$ cat src/rtl/clkdiv_prog.sv
// clkdiv_prog -- multi-channel programmable clock divider.
//
// Each channel counts enabled cycles up to its current half-period divisor
// (div_cur) and then toggles its divided clock and pulses a one-cycle tick.
// Divisors are changed at run time through a registered write handshake.
// A new divisor is held pending and applied only at the channel's next
// terminal count, so a half-period already in progress is never altered.
//
// Optional feature: define CLKDIV_SYNC_EN to add the sync_i port. A sync
// pulse re-phases every channel (counter and divided clock to 0) and loads
// any pending divisor immediately.
//
// Ports:
//   clk_i       system clock, all logic on posedge
//   rst_n_i     synchronous reset, active low
//   en_i        per-channel count enable
//   div_wr_i    divisor write request (single cycle)
//   div_sel_i   target channel of the write
//   div_data_i  new half-period divisor
//   sync_i      (CLKDIV_SYNC_EN only) re-phase all channels
//   div_ack_o   write accepted, 1-cycle pulse
//   div_err_o   write rejected (zero divisor or channel out of range)
//   clk_div_o   divided clocks, period = 2*div_cur enabled cycles
//   tick_o      1-cycle strobe coincident with each clk_div_o toggle
module clkdiv_prog #(
  parameter int NCH         = 4,
  parameter int CW          = 32,
  parameter int DEFAULT_DIV = 31250,
  localparam int SELW       = (NCH > 1) ? $clog2(NCH) : 1
) (
  input  logic             clk_i,
  input  logic             rst_n_i,
  input  logic [NCH-1:0]   en_i,
  input  logic             div_wr_i,
  input  logic [SELW-1:0]  div_sel_i,
  input  logic [CW-1:0]    div_data_i,
`ifdef CLKDIV_SYNC_EN
  input  logic             sync_i,
`endif
  output logic             div_ack_o,
  output logic             div_err_o,
  output logic [NCH-1:0]   clk_div_o,
  output logic [NCH-1:0]   tick_o
);

  localparam logic [CW-1:0] DEF_DIV = CW'(DEFAULT_DIV);

  logic sync_w;
`ifdef CLKDIV_SYNC_EN
  assign sync_w = sync_i;
`else
  assign sync_w = 1'b0;
`endif

  // When NCH fills the select field every encoding is a valid channel;
  // the range test only exists when some encodings are unused.
  logic sel_ok;
  generate
    if (NCH < (1 << SELW)) begin : g_selchk
      assign sel_ok = (div_sel_i < SELW'(NCH));
    end else begin : g_selall
      assign sel_ok = 1'b1;
    end
  endgenerate

  logic wr_ok;
  assign wr_ok = div_wr_i && (div_data_i != '0) && sel_ok;

  logic ack_q, err_q;
  always_ff @(posedge clk_i) begin
    if (!rst_n_i) begin
      ack_q <= 1'b0;
      err_q <= 1'b0;
    end else begin
      ack_q <= wr_ok;
      err_q <= div_wr_i && !wr_ok;
    end
  end
  assign div_ack_o = ack_q;
  assign div_err_o = err_q;

  generate
    for (genvar i = 0; i < NCH; i++) begin : g_ch
      logic [CW-1:0] cnt_q, cnt_d;
      logic [CW-1:0] cur_q, cur_d;
      logic [CW-1:0] nxt_q, nxt_d;
      logic          pend_q, pend_d;
      logic          clk_q, clk_d;
      logic          tick_q, tick_d;
      logic          term;

      assign term = (cnt_q == cur_q - CW'(1));

      always_comb begin
        cnt_d  = cnt_q;
        cur_d  = cur_q;
        nxt_d  = nxt_q;
        pend_d = pend_q;
        clk_d  = clk_q;
        tick_d = 1'b0;
        if (sync_w) begin
          cnt_d = '0;
          clk_d = 1'b0;
          if (pend_q) begin
            cur_d  = nxt_q;
            pend_d = 1'b0;
          end
        end else if (en_i[i]) begin
          if (term) begin
            cnt_d  = '0;
            clk_d  = ~clk_q;
            tick_d = 1'b1;
            // Boundary uses the pre-cycle pending value; a write in this
            // same cycle lands below and waits for the next boundary.
            if (pend_q) begin
              cur_d  = nxt_q;
              pend_d = 1'b0;
            end
          end else begin
            cnt_d = cnt_q + CW'(1);
          end
        end
        if (wr_ok && (div_sel_i == SELW'(i))) begin
          nxt_d  = div_data_i;
          pend_d = 1'b1;
        end
      end

      always_ff @(posedge clk_i) begin
        if (!rst_n_i) begin
          cnt_q  <= '0;
          cur_q  <= DEF_DIV;
          nxt_q  <= '0;
          pend_q <= 1'b0;
          clk_q  <= 1'b0;
          tick_q <= 1'b0;
        end else begin
          cnt_q  <= cnt_d;
          cur_q  <= cur_d;
          nxt_q  <= nxt_d;
          pend_q <= pend_d;
          clk_q  <= clk_d;
          tick_q <= tick_d;
        end
      end

      assign clk_div_o[i] = clk_q;
      assign tick_o[i]    = tick_q;
    end
  endgenerate

endmodule

$ cat config.mk
export PLATFORM = sky130hd
export DESIGN_NAME = clkdiv_prog
export DESIGN_NICKNAME = d
export VERILOG_FILES = /design/src/rtl/clkdiv_prog.sv
export SDC_FILE = /design/constraint.sdc
export NUM_CORES = 1
export LEC_CHECK = 0
export CORE_MARGIN = 8
export CORE_UTILIZATION = 30
export DETAILED_ROUTE_END_ITERATION = 8
export GPL_TIMING_DRIVEN = 0
export PLACE_DENSITY = 0.56
export SYNTH_ARGS = -nofsm -noshare
export SYNTH_HDL_FRONTEND = slang
export SYNTH_SLANG_ARGS = --single-unit
$ cat constraint.sdc
create_clock -name clk_i -period 4.6 [get_ports clk_i]
set_input_delay 1.15 -clock clk_i [delete_from_list [all_inputs] [get_ports clk_i]]
set_output_delay 1.15 -clock clk_i [all_outputs]
set_load 0.05 [all_outputs]
* Yosys cells after proc, flatten, opt, wreduce, memory -nomap -nowiden
Index checks and enable logic that the tools add are counted.
Operators by class: $add $sub $neg 8, eq/ne operators 7, mux-type cells 20, bitwise operators 4, reductions and logical operators 33
Operators by type and width (number):
- adder 32 x 1 -> 32 bit (second input constant) | 4
- equality test 32 bit | 4
- two-way mux 32 bit | 4
- subtractor 32 x 1 -> 32 bit (second input constant) | 4
- nonzero test 32 bit | 1
- AND reduction 2 bit | 12
- two-way mux 1 bit | 16
- nonzero test 2 bit | 8
- AND reduction 3 bit | 4
- logical AND 1 bit | 6
- equality test 2 bit (second input constant) | 2
- inverter 1 bit | 4
- equality test 2 x 1 -> 1 bit (second input constant) | 1
- logical NOT 2 bit | 1
- logical NOT 1 bit | 1
Storage, ports and cells: register bits after elaboration 398, input port bits 41

* Longest topological paths before layout
Gate-level depths: netlist of run 1.
depth after elaboration 5, gate-level depth with buffers 13, gate-level depth less buffers 10

* Worst setup path after synthesis of run 1
Ideal clock, no wire load.
path type reg2reg, from register g_ch[3].cur_q[0], to register g_ch[3].cur_q[11], setup time 79 ps, arrival time 3583 ps, required time 4521 ps, path slack 938 ps, stages on the path, launching flop included 14, buffers on the path 3, clock period less this slack 3662 ps, cells stage by stage dfxtp_1 > inv_1 > ha_1 > clkbuf_2 > or4b_2 > nor4_4 > and2_1 > nand4_1 > a211o_1 > or4_1 > buf_2 > or4_1 > buf_2 > o211ai_1
On the way: longest elaborated chain between the ends 3
Ends and longest elaborated chain:
- from (decl) | RTL line 85 | logic [CW-1:0] cur_q, cur_d;
- from (signal assigned) | RTL line 139 | cur_q <= cur_d;
- subtractor 32 x 1 -> 32 bit | RTL line 92 | assign term = (cnt_q == cur_q - CW'(1));
- equality test 32 bit | RTL line 92
- AND reduction 3 bit (no source line)
No other way between the ends. A chain may end at the register's enable or synchronous reset.

* Worst setup path in the final report of run 1
from register g_ch[3].cur_q[0], to register g_ch[3].cnt_q[17]
On the way: longest elaborated chain between the ends 3
Ends and longest elaborated chain:
- subtractor 32 x 1 -> 32 bit | RTL line 92
- equality test 32 bit | RTL line 92
- two-way mux 32 bit | RTL line 109 | if (term) begin
- to (signal assigned) | RTL line 138 | cnt_q <= cnt_d;
- to (decl) | RTL line 84 | logic [CW-1:0] cnt_q, cnt_d;
No other way between the ends.

==> results.txt, run 1 <==
Clock Latency Late Sink: 0.59 ns
multiplexer fraction of the synthesized cell area: 0.0606
Final Power: 0.00771 W
Slew headroom: 0.370
die boundary height: 276 um
Worst Path Required: 5.05 ns
die area: 76400 um^2
vias per inst: 5.09
critical path endpoint category: register
FF+latch count, synth: 398
number of iterations in the first detailed-routing pass: 5
final cycle utilization of the critical path: 0.941
result of the run: finished clean
cell area power density: 327 nW/um^2
combinational power share: 0.042
power dissipated by switching net loads: 0.00180 W
share of async-settable or async-resettable flops after synthesis: 0
wire length of the first global-routing pass: 93500 um
core region area: 67200 um^2
area share of the largest cell type after synthesis: 0.391
CTS tree: done
via count: 17800
post-detail-place hpwl: 44000 um
post-layout net count: 2634
share of total power in sequential cells: 0.458
number of enable-type register cells in the synthesized netlist: 0
worst hold slack after final layout: 0.454 ns
initial antenna violation count: 1
leading cell types by total area after synthesis: dfxtp_1 39%, xnor2_1 6.3%, mux2i_1 6.0%, nand2_1 5.9%, xor2_1 5.6%
Iteration-0 DRC Markers: 1135
number of buffers added to fix hold violations after cts: 0
per-cell routed wire length: 17.1 um
crit start category: register
Layout Utilization: 0.351
antenna-violating nets left: 0
Internal Dissipation: 0.00591 W
dominant combinational cell family by area after synthesis: simple AND/OR/NAND/NOR gates
setup slack on the worst flop-to-flop path: 0.27 ns
Clock Path Buffers: 3
final antenna diode count: 0
total congestion overflow after global routing: 0
number of fill cells in the layout: 7049
sequential-to-total area share from yosys stat: 0.391
most common flop cell mapped by yosys: dfxtp_1
Final Hold Vio Count: 0
syn_nets: 2537
number of clock sinks: 398
I/O Buffers: 47
WL final: 59600 um
layout cell share with drive strength beyond 1: 0.0530
routability congestion estimate: 0.834
Adder-Cell Fraction of Synth Area: 0.00492
net switching share of the total power: 0.234
# Max-Cap Violations: 0
post-placement worst setup slack: -0.135 ns
final setup vio count: 0
post-synth top area cell: dfxtp_1
area share of and/or/nand/nor cells after synthesis: 0.259
CP max FO: 10
XOR/XNOR share of the synthesized area: 0.119
clock network fraction of total power: 0.500
H-tree lvl count: 2
Die X: 276 um
fraction of the mapped netlist area in compound gates: 0.121
shortest period the worst path allows: 4.33 ns
Pleak: 8.25 nW
FMAX: 0.231 GHz
Slew Limit Fails: 0
unrepaired setup endpoints after global routing: true
number of CTS-inserted buffers: 45
starting utilization of the core area: 0.303
average cell area after synthesis: 8.18 um^2
overall fraction of global-route tracks in use: 0.148
worst hold-check path type: register to register
number of I/O pins: 51
vias in the first global route: 16600
arrival time at the worst endpoint: 4.78 ns
Cell Rows: 95
mapped cell area: 20400 um^2
# DRC: 0
gate count after technology mapping: 2488
post-route setup slack: 0.273 ns
Clk Tree Root Cell: clkbuf_16
Peak supply drop: 0.000229 V
worst clock skew: 0.0181 ns
yosys synthesis warning count: 0
worst setup path class: register to register
maximum number of pins on one net before global-route repair: 14
count of unique library cells instantiated by Yosys: 82
area added between synthesis and finish: 15.9%
clock-pin transition on the worst setup and hold timing paths: 0.07 ns
slew at the pin closest to its max-slew limit: 0.945 ns
final cells by class:
cell class / instances / area [um^2] / area share
Sequential cell: 398 / 7970 / 0.338
Clock buffer: 65 / 1340 / 0.0570
Inverter: 57 / 214 / 0.00907
Clock inverter: 18 / 240 / 0.0102
Buffer: 162 / 694 / 0.0294
Tap cell: 873 / 1090 / 0.0463
Timing Repair Buffer: 50 / 493 / 0.0209
Multi-Input combinational cell: 1871 / 11500 / 0.489
per-layer routing:
layer,GRT usage,wire [um],vias up
met4,0.0442,1480,0
met1,0.210,29400,8358
met5,0,0,-
met3,0.0313,3600,93
li1,-,-,8934
met2,0.224,25100,387
what timing repair did:
| action | CTS | global route |
|---|---|---|
| gates resized for setup | 1 | 12 |
| buffers inserted | 0 | 3 |
| setup endpoints to repair | 30 | 117 |
power by group through the flow:
stage | Combinational (W) | Clock, W | Sequential, W
floorplan | 0.000167 | 0 | 0.00360
global placement | 0.000319 | 0 | 0.00360
detailed placement | 0.000319 | 0 | 0.00361
CTS | 0.000321 | 0.00395 | 0.00353
global route | 0.000350 | 0.00408 | 0.00353
finish | 0.000325 | 0.00386 | 0.00353
placed cells by master (no fill, tap or decap), types with 34 or more instances in the layout:
master	Yosys	routed
nor4_1	51	47
o31ai_1	40	39
nor2_1	284	284
clkbuf_1	126	132
a21oi_1	147	147
nand4_1	49	49
xor2_1	129	129
clkbuf_16	0	47
dfxtp_1	398	398
xnor2_1	147	147
nor3_1	70	70
inv_1	56	56
nand2_1	319	319
and3_1	34	34
clkdlybuf4s50_1	0	47
nand3_1	119	119
mux2i_1	122	122
o21ai_0	59	59
critical path, stage by stage (launching register included):
cell	delay (ns)
dfxtp_1	0.37
inv_1	0.10
ha_1	0.14
clkbuf_2	0.20
or4b_2	0.69
nor4_4	0.41
nand3_1	0.16
xnor2_1	0.29
o211ai_1	0.26
or3_1	0.37
clkbuf_1	0.25
o31ai_4	0.45
clkbuf_1	0.41
nor2_1	0.09
cells in the mapped netlist, types with 9 or more instances:
library cell / n
nand4_1: 49
o31ai_1: 40
dfxtp_1: 398
a21oi_1: 147
nor3b_1: 9
buf_1: 10
and2_1: 11
o311ai_1: 9
a31oi_1: 13
nand3_1: 119
or4_1: 31
nor2_1: 284
nand2b_1: 13
clkbuf_1: 126
inv_1: 56
nor4_1: 51
xnor2_1: 147
nand2_1: 319
nor3_1: 70
o211ai_1: 14
and4_1: 15
o41ai_1: 9
o21ai_0: 59
xor2_1: 129
mux2i_1: 122
and3_1: 34
buf_2: 12
or3_1: 21
through the flow:
stage	std cells	cell area (um^2)	TNS (ns)
after CTS	3491	23500	0
after floorplan	2488	20400	0
final	3494	23600	0
after global placement	3408	21900	-1.38
after detailed placement	3408	21900	-2.48
after global routing	3494	23600	-0.0492
sequential cells by signal, summed over array words and instances, names as in the netlist:
name	count
g_ch.clk_q	4
g_ch.cnt_q	128
g_ch.cur_q	128
g_ch.nxt_q	128
div_err_o	1
g_ch.tick_q	4
g_ch.pend_q	4
div_ack_o	1
cells by family after synthesis:
logic type | Yosys count
mux | 123
fa+ha+maj | 8
flops | 398
simple gates | 1081
xor+xnor | 276
buf+inv | 219
compound gates | 383
final timing paths:
path | cells past startpoint | endpoint | startpoint
worst max-delay path | 13 | g_ch[3].cnt_q[17] | g_ch[3].cur_q[0]
worst min-delay path | 2 | g_ch[0].cur_q[26] | g_ch[0].nxt_q[26]
worst max register to register | 13 | g_ch[3].cnt_q[17] | g_ch[3].cur_q[0]
worst min register to register | 2 | g_ch[0].cur_q[26] | g_ch[0].nxt_q[26]
Note: power is estimated with default switching activity, not from simulation.
==> inputs of run 2 (changes only) <==
- CORE_UTILIZATION: 30 -> 55
- MAX_ROUTING_LAYER: default -> met4
- PLACE_DENSITY: 0.56 -> 0.83
==> run 2 against run 1 <==
Compared with the run above: via count increased by 5.8%; design area decreased by 3.3%; worst hold slack improved by 0.0071 ns; flip-flop and latch count unchanged; clock skew increased by 0.012 ns; die area decreased by 43%; non-clock buffer count decreased by 3.
==> results.txt, run 2 (synthesis gave the netlist of run 1 again) <==
result of the run: finished clean (unchanged)
final setup vio count: 0 (unchanged)
number of I/O pins: 51 (unchanged)
WL final: 55700 um (was 59600 um)
worst setup path start: g_ch[3].cur_q[3] (was g_ch[3].cur_q[0])
share of total power in sequential cells: 0.488 (was 0.458)
Die X: 208 um (was 276 um)
Peak supply drop: 0.000260 V (was 0.000229 V)
total congestion overflow after global routing: 0 (unchanged)
post-layout net count: 2627 (was 2634)
final cycle utilization of the critical path: 0.947 (was 0.941)
setup slack on the worst flop-to-flop path: 0.24 ns (was 0.27 ns)
Worst Path Required: 5.03 ns (was 5.05 ns)
overall fraction of global-route tracks in use: 0.252 (was 0.148)
layout cell share with drive strength beyond 1: 0.0464 (was 0.0530)
vias in the first global route: 18000 (was 16600)
slew at the pin closest to its max-slew limit: 1.13 ns (was 0.945 ns)
core region area: 36500 um^2 (was 67200 um^2)
Slew headroom: 0.243 (was 0.370)
CTS tree: done (unchanged)
H-tree lvl count: 2 (unchanged)
Clock Latency Late Sink: 0.56 ns (was 0.59 ns)
number of clock sinks: 398 (unchanged)
r2r startpoint: g_ch[3].cur_q[3] (was g_ch[3].cur_q[0])
Register-to-Register Path Depth: 10 (was 13)
CP max FO: 10 (unchanged)
most common library cell in the layout ignoring fill and taps: dfxtp_1 (unchanged)
worst setup path class: register to register (unchanged)
die boundary height: 208 um (was 276 um)
combinational power share: 0.044 (was 0.042)
number of iterations in the first detailed-routing pass: 8 (was 5)
clock-pin transition on the worst setup and hold timing paths: 0.06 ns (was 0.07 ns)
Internal Dissipation: 0.00558 W (was 0.00591 W)
post-detail-place hpwl: 40600 um (was 44000 um)
worst hold-check path type: register to register (unchanged)
highest metal layer used by the detailed router: met4 (unchanged)
wire length of the first global-routing pass: 89800 um (was 93500 um)
critical path endpoint category: register (unchanged)
crit start category: register (unchanged)
die area: 43400 um^2 (was 76400 um^2)
post-placement worst setup slack: 0.0581 ns (was -0.135 ns)
wire length on met1: 23500 um (was 29400 um)
arrival time at the worst endpoint: 4.79 ns (was 4.78 ns)
commonest non-fill, non-tap cells in the layout: 398 x dfxtp_1, 319 x nand2_1, 284 x nor2_1, 147 x xnor2_1, 147 x a21oi_1 (unchanged)
endpoint of the most critical setup path: g_ch[3].cnt_q[26] (was g_ch[3].cnt_q[17])
unrepaired setup endpoints after global routing: false (was true)
per-cell routed wire length: 18.1 um (was 17.1 um)
routed length on met2: 25300 um (was 25100 um)
maximum number of pins on one net before global-route repair: 15 (was 14)
initial antenna violation count: 1 (unchanged)
area added between synthesis and finish: 12.0% (was 15.9%)
cell area power density: 317 nW/um^2 (was 327 nW/um^2)
number of CTS-inserted buffers: 41 (was 45)
worst reg2reg endpoint: g_ch[3].cnt_q[26] (was g_ch[3].cnt_q[17])
shortest period the worst path allows: 4.36 ns (was 4.33 ns)
FMAX: 0.229 GHz (was 0.231 GHz)
via count: 18800 (was 17800)
# DRC: 0 (unchanged)
Top Registers: g_ch.cnt_q (128), g_ch.cur_q (128), g_ch.nxt_q (128) (unchanged)
worst clock skew: 0.0301 ns (was 0.0181 ns)
Pleak: 8.13 nW (was 8.25 nW)
I/O Buffers: 47 (unchanged)
Cell Rows: 70 (was 95)
clock network fraction of total power: 0.468 (was 0.500)
Slew Limit Fails: 0 (unchanged)
antenna-violating nets left: 0 (unchanged)
Iteration-0 DRC Markers: 1974 (was 1135)
post-route setup slack: 0.242 ns (was 0.273 ns)
routability congestion estimate: 0.928 (was 0.834)
Clk Tree Root Cell: clkbuf_16 (unchanged)
starting utilization of the core area: 0.557 (was 0.303)
# Max-Cap Violations: 0 (unchanged)
Final Hold Vio Count: 0 (unchanged)
summed negative setup slack over all endpoints: 0 ns (unchanged)
vias per inst: 6.11 (was 5.09)
net switching share of the total power: 0.228 (was 0.234)
total met3 wirelength after detailed routing: 5280 um (was 3600 um)
power dissipated by switching net loads: 0.00165 W (was 0.00180 W)
Clock Path Buffers: 3 (unchanged)
==> run 2: final cells by class <==
class | instances | area, um^2
inverters | 57 | 214
diodes | 1 | 2.50
flip-flops and latches | 398 | 7970
fillers | 3140 | 13700
plain buffers | 162 | 693
multi-input cells | 1871 | 11500
well taps | 468 | 586
clock buffers | 57 | 1200
clock inverters | 14 | 158
repair buffers | 47 | 470
==> run 2: worst min path at each step <==
| stage | from | endpoint | slack, ns | cells after the start |
|---|---|---|---|---|
| 6_report | g_ch[3].nxt_q[27] | g_ch[3].nxt_q[27] | 0.46 | 2 |
| 5_1_grt | g_ch[3].nxt_q[14] | g_ch[3].nxt_q[14] | 0.47 | 2 |
| 4_1_cts | g_ch[0].nxt_q[5] | g_ch[0].cur_q[5] | 0.46 | 2 |
| 3_5_place_dp | g_ch[0].nxt_q[18] | g_ch[0].nxt_q[18] | 0.45 | 2 |
| 3_3_place_gp | g_ch[0].nxt_q[0] | g_ch[0].nxt_q[0] | 0.45 | 2 |
| 2_1_floorplan | g_ch[0].nxt_q[1] | g_ch[0].cur_q[1] | 0.44 | 1 |
==> run 2: metrics by stage <==
stage | std cells | utilization | hold WS [ns] | cell area, um^2 | total power, W
4_1_cts | 3074 | 0.623 | 0.458 | 22800 | 0.00724
6_report | 3075 | 0.624 | 0.461 | 22800 | 0.00723
2_1_floorplan | 2488 | - | 0.435 | 20400 | 0.00376
3_3_place_gp | 3003 | 0.586 | 0.446 | 21400 | 0.00390
3_5_place_dp | 3003 | 0.586 | 0.448 | 21400 | 0.00391
5_1_grt | 3075 | 0.624 | 0.475 | 22800 | 0.00744
==> run 2: what timing repair did <==
| item | 4_1_cts | 5_1_grt |
|---|---|---|
| hold buffers | 0 | 0 |
| resized for setup | 1 | 5 |
| buffers inserted | 0 | 0 |
| setup endpoints to repair | 2 | 82 |
==> run 2: critical path: stages, from the launching register on <==
cell and delay, ns:
dfxtp_1 0.30, clkbuf_1 0.19, nor4_2 0.69, nand3_1 0.25, xor2_1 0.20, a2111oi_0 0.87, and3_1 0.29, nand4b_1 0.43
o31ai_4 0.51, clkbuf_1 0.40, nor2_1 0.10
==> run 2: power groups by stage <==
| stage | clock (W) | sequential [W] | combinational, W |
|---|---|---|---|
| 2_1_floorplan | 0 | 0.00360 | 0.000167 |
| 3_3_place_gp | 0 | 0.00360 | 0.000293 |
| 3_5_place_dp | 0 | 0.00360 | 0.000302 |
| 4_1_cts | 0.00341 | 0.00353 | 0.000306 |
| 5_1_grt | 0.00357 | 0.00353 | 0.000336 |
| 6_report | 0.00338 | 0.00353 | 0.000320 |
==> run 2: layer usage <==
layer | vias to the layer above | track usage
met1 | 8971 | 0.314
li1 | 8915 | -
met5 | - | -
met4 | 0 | 0.0705
met3 | 159 | 0.0570
met2 | 757 | 0.406
==> inputs of run 3 (changes only) <==
- PLACE_DENSITY: 0.83 -> 0.86
- clock period: 4.6 -> 3.85 ns (I/O delays scaled with it)
==> run 3 against run 2 <==
Compared with the run above: via count grew 1.2%; sequential share of layout area down 0.88 points; flip-flop and latch count is the same; fmax up 14%; utilization grew 1.7 points; count of clock-buffer cells in the layout down 1; setup slack got worse by 0.22 ns; clock power rose by 26%; total power grew 23%; first-iteration DRC count is 11% lower; sequential power is 20% higher; largest cell class unchanged.
==> results.txt, run 3 (synthesis gave the netlist of run 1 again) <==
post-detail-place hpwl: 41200 um (was 40600 um)
vias per inst: 6.13 (was 6.11)
Clock Path Buffers: 3 (unchanged)
CP max FO: 7 (was 10)
layout cell share with drive strength beyond 1: 0.0805 (was 0.0464)
antenna-violating nets left: 0 (unchanged)
wire length of the first global-routing pass: 91200 um (was 89800 um)
Final Hold Vio Count: 0 (unchanged)
vias in the first global route: 18200 (was 18000)
most common library cell in the layout ignoring fill and taps: dfxtp_1 (unchanged)
post-placement worst setup slack: -0.796 ns (was 0.0581 ns)
CTS tree: done (unchanged)
Clock Latency Late Sink: 0.56 ns (about the same)
Peak supply drop: 0.000331 V (was 0.000260 V)
critical path endpoint category: register (unchanged)
FMAX: 0.261 GHz (was 0.229 GHz)
number of iterations in the first detailed-routing pass: 6 (was 8)
number of clock sinks: 398 (unchanged)
worst setup path class: register to register (unchanged)
I/O Buffers: 47 (unchanged)
number of I/O pins: 51 (unchanged)
Slew headroom: 0.298 (was 0.243)
post-route setup slack: 0.0207 ns (was 0.242 ns)
clock-pin transition on the worst setup and hold timing paths: 0.07 ns (was 0.06 ns)
worst clock skew: 0.0170 ns (was 0.0301 ns)
Iteration-0 DRC Markers: 1762 (was 1974)
Cell Rows: 70 (unchanged)
number of CTS-inserted buffers: 41 (unchanged)
overall fraction of global-route tracks in use: 0.257 (was 0.252)
core region area: 36500 um^2 (unchanged)
shortest period the worst path allows: 3.83 ns (was 4.36 ns)
post-route cell area: 23400 um^2 (was 22800 um^2)
area added between synthesis and finish: 15.0% (was 12.0%)
# DRC: 0 (unchanged)
worst hold-check path type: register to register (unchanged)
initial antenna violation count: 1 (unchanged)
die area: 43400 um^2 (unchanged)
arrival time at the worst endpoint: 4.30 ns (was 4.79 ns)
Worst path max stage delay: 0.55 ns (was 0.87 ns)
H-tree lvl count: 2 (unchanged)
CP max-delay cell: or4b_4 (was a2111oi_0)
slew at the pin closest to its max-slew limit: 1.05 ns (was 1.13 ns)
Worst Path Required: 4.32 ns (was 5.03 ns)
cell breakdown of the critical path: or4_4 -> buf_6 -> or3_4 -> buf_6 -> or4b_4 -> or4_4 -> a21oi_4 -> nand4_4 -> nor2_8 -> buf_4 -> mux2i_2 (was clkbuf_1 -> nor4_2 -> nand3_1 -> xor2_1 -> a2111oi_0 -> and3_1 -> nand4b_1 -> o31ai_4 -> clkbuf_1 -> nor2_1)
final cycle utilization of the critical path: 0.995 (was 0.947)
unrepaired setup endpoints after global routing: true (was false)
starting utilization of the core area: 0.557 (unchanged)
commonest non-fill, non-tap cells in the layout: 395 x dfxtp_1, 319 x nand2_1, 283 x nor2_1, 147 x a21oi_1, 146 x xnor2_1 (was 398 x dfxtp_1, 319 x nand2_1, 284 x nor2_1, 147 x xnor2_1, 147 x a21oi_1)
total congestion overflow after global routing: 0 (unchanged)
result of the run: finished clean (unchanged)
cell area power density: 379 nW/um^2 (was 317 nW/um^2)
# Max-Cap Violations: 0 (unchanged)
number of buffers added to fix hold violations after cts: 0 (unchanged)
routability congestion estimate: 0.941 (was 0.928)
per-cell routed wire length: 18.6 um (was 18.1 um)
Clk Tree Root Cell: clkbuf_16 (unchanged)
Cell Count Post-Placement: 3003 (unchanged)
crit start category: register (unchanged)
number of standard cells in the layout, taps in and fillers out: 3104 (was 3075)
Top Registers: g_ch.cnt_q (128), g_ch.cur_q (128), g_ch.nxt_q (128) (unchanged)
final setup vio count: 0 (unchanged)
post-detailed-placement cell area: 21400 um^2 (unchanged)
Final Power: 0.00887 W (was 0.00723 W)
via count: 19000 (was 18800)
die boundary height: 208 um (unchanged)
Slew Limit Fails: 0 (unchanged)
Die X: 208 um (unchanged)
post-layout net count: 2651 (was 2627)
maximum number of pins on one net before global-route repair: 15 (unchanged)
Pleak: 8.44 nW (was 8.13 nW)
WL final: 57700 um (was 55700 um)
==> run 3: changes by cell type in the layout (fill, tap and decap cells not counted), sizes merged <==
| cell | delta |
|---|---|
| buf | +25 |
| clkinv | +3 |
| bufinv | +2 |
| clkbuf | -2 |
| clkinvlp | +2 |
| inv | -1 |
==> run 3: path summary, 6_finish.rpt <==
kind | from | slack (ns) | cells after the start | end
max | g_ch[2].cur_q[12] | 0.02 | 11 | g_ch[2].cur_q[3]
min | g_ch[3].nxt_q[16] | 0.46 | 2 | g_ch[3].nxt_q[16]
max reg2reg | g_ch[2].cur_q[12] | 0.02 | 11 | g_ch[2].cur_q[3]
min reg2reg | g_ch[3].nxt_q[16] | 0.46 | 2 | g_ch[3].nxt_q[16]
==> run 3: area by class of cell <==
| cell class | instances | area [um^2] |
|---|---|---|
| clock inverters | 20 | 246 |
| repair buffers | 77 | 711 |
| inverters | 57 | 214 |
| diodes | 1 | 2.50 |
| well taps | 468 | 586 |
| clock buffers | 56 | 1200 |
| fillers | 2955 | 13100 |
| plain buffers | 156 | 756 |
| flip-flops and latches | 398 | 7980 |
| multi-input cells | 1871 | 11700 |
==> run 3: repair_timing <==
action,CTS,global route
buffers inserted,13,15
cloned,0,2
gates resized for setup,41,71
endpoints found under the setup margin,257,287
pin swaps,8,17
endpoints found under the hold margin,0,0
==> run 3: where the power goes <==
part           switching (W)  total, W  internal, W
logic               0.000264  0.000389     0.000124
clock network        0.00172   0.00426      0.00254
registers          0.0000425   0.00422      0.00417
==> run 3: stage by stage <==
step	util	TNS (ns)	hold WS, ns
after global placement	0.586	-69.90	0.444
after global routing	0.641	-0.303	0.476
after floorplan	-	0	0.435
after CTS	0.633	-0.0132	0.456
after detailed placement	0.586	-95.20	0.448
final	0.641	0	0.458
==> run 3: worst max-delay path, delay by kind of cell, from the launching register on <==
| kind | cells | cell delay [ns] |
|---|---|---|
| buffers and inverters | 3 | 0.48 |
| AOI/OAI and AO/OA | 1 | 0.26 |
| and+or+nand+nor | 6 | 2.45 |
| DFF | 1 | 0.35 |
| muxes | 1 | 0.20 |
==> run 3: routing by layer <==
layer / GRT usage / vias up / share of wire
met5: - / - / 0
met3: 0.0589 / 223 / 0.090
li1: - / 8955 / -
met2: 0.407 / 852 / 0.45
met4: 0.104 / 0 / 0.042
met1: 0.313 / 9005 / 0.42
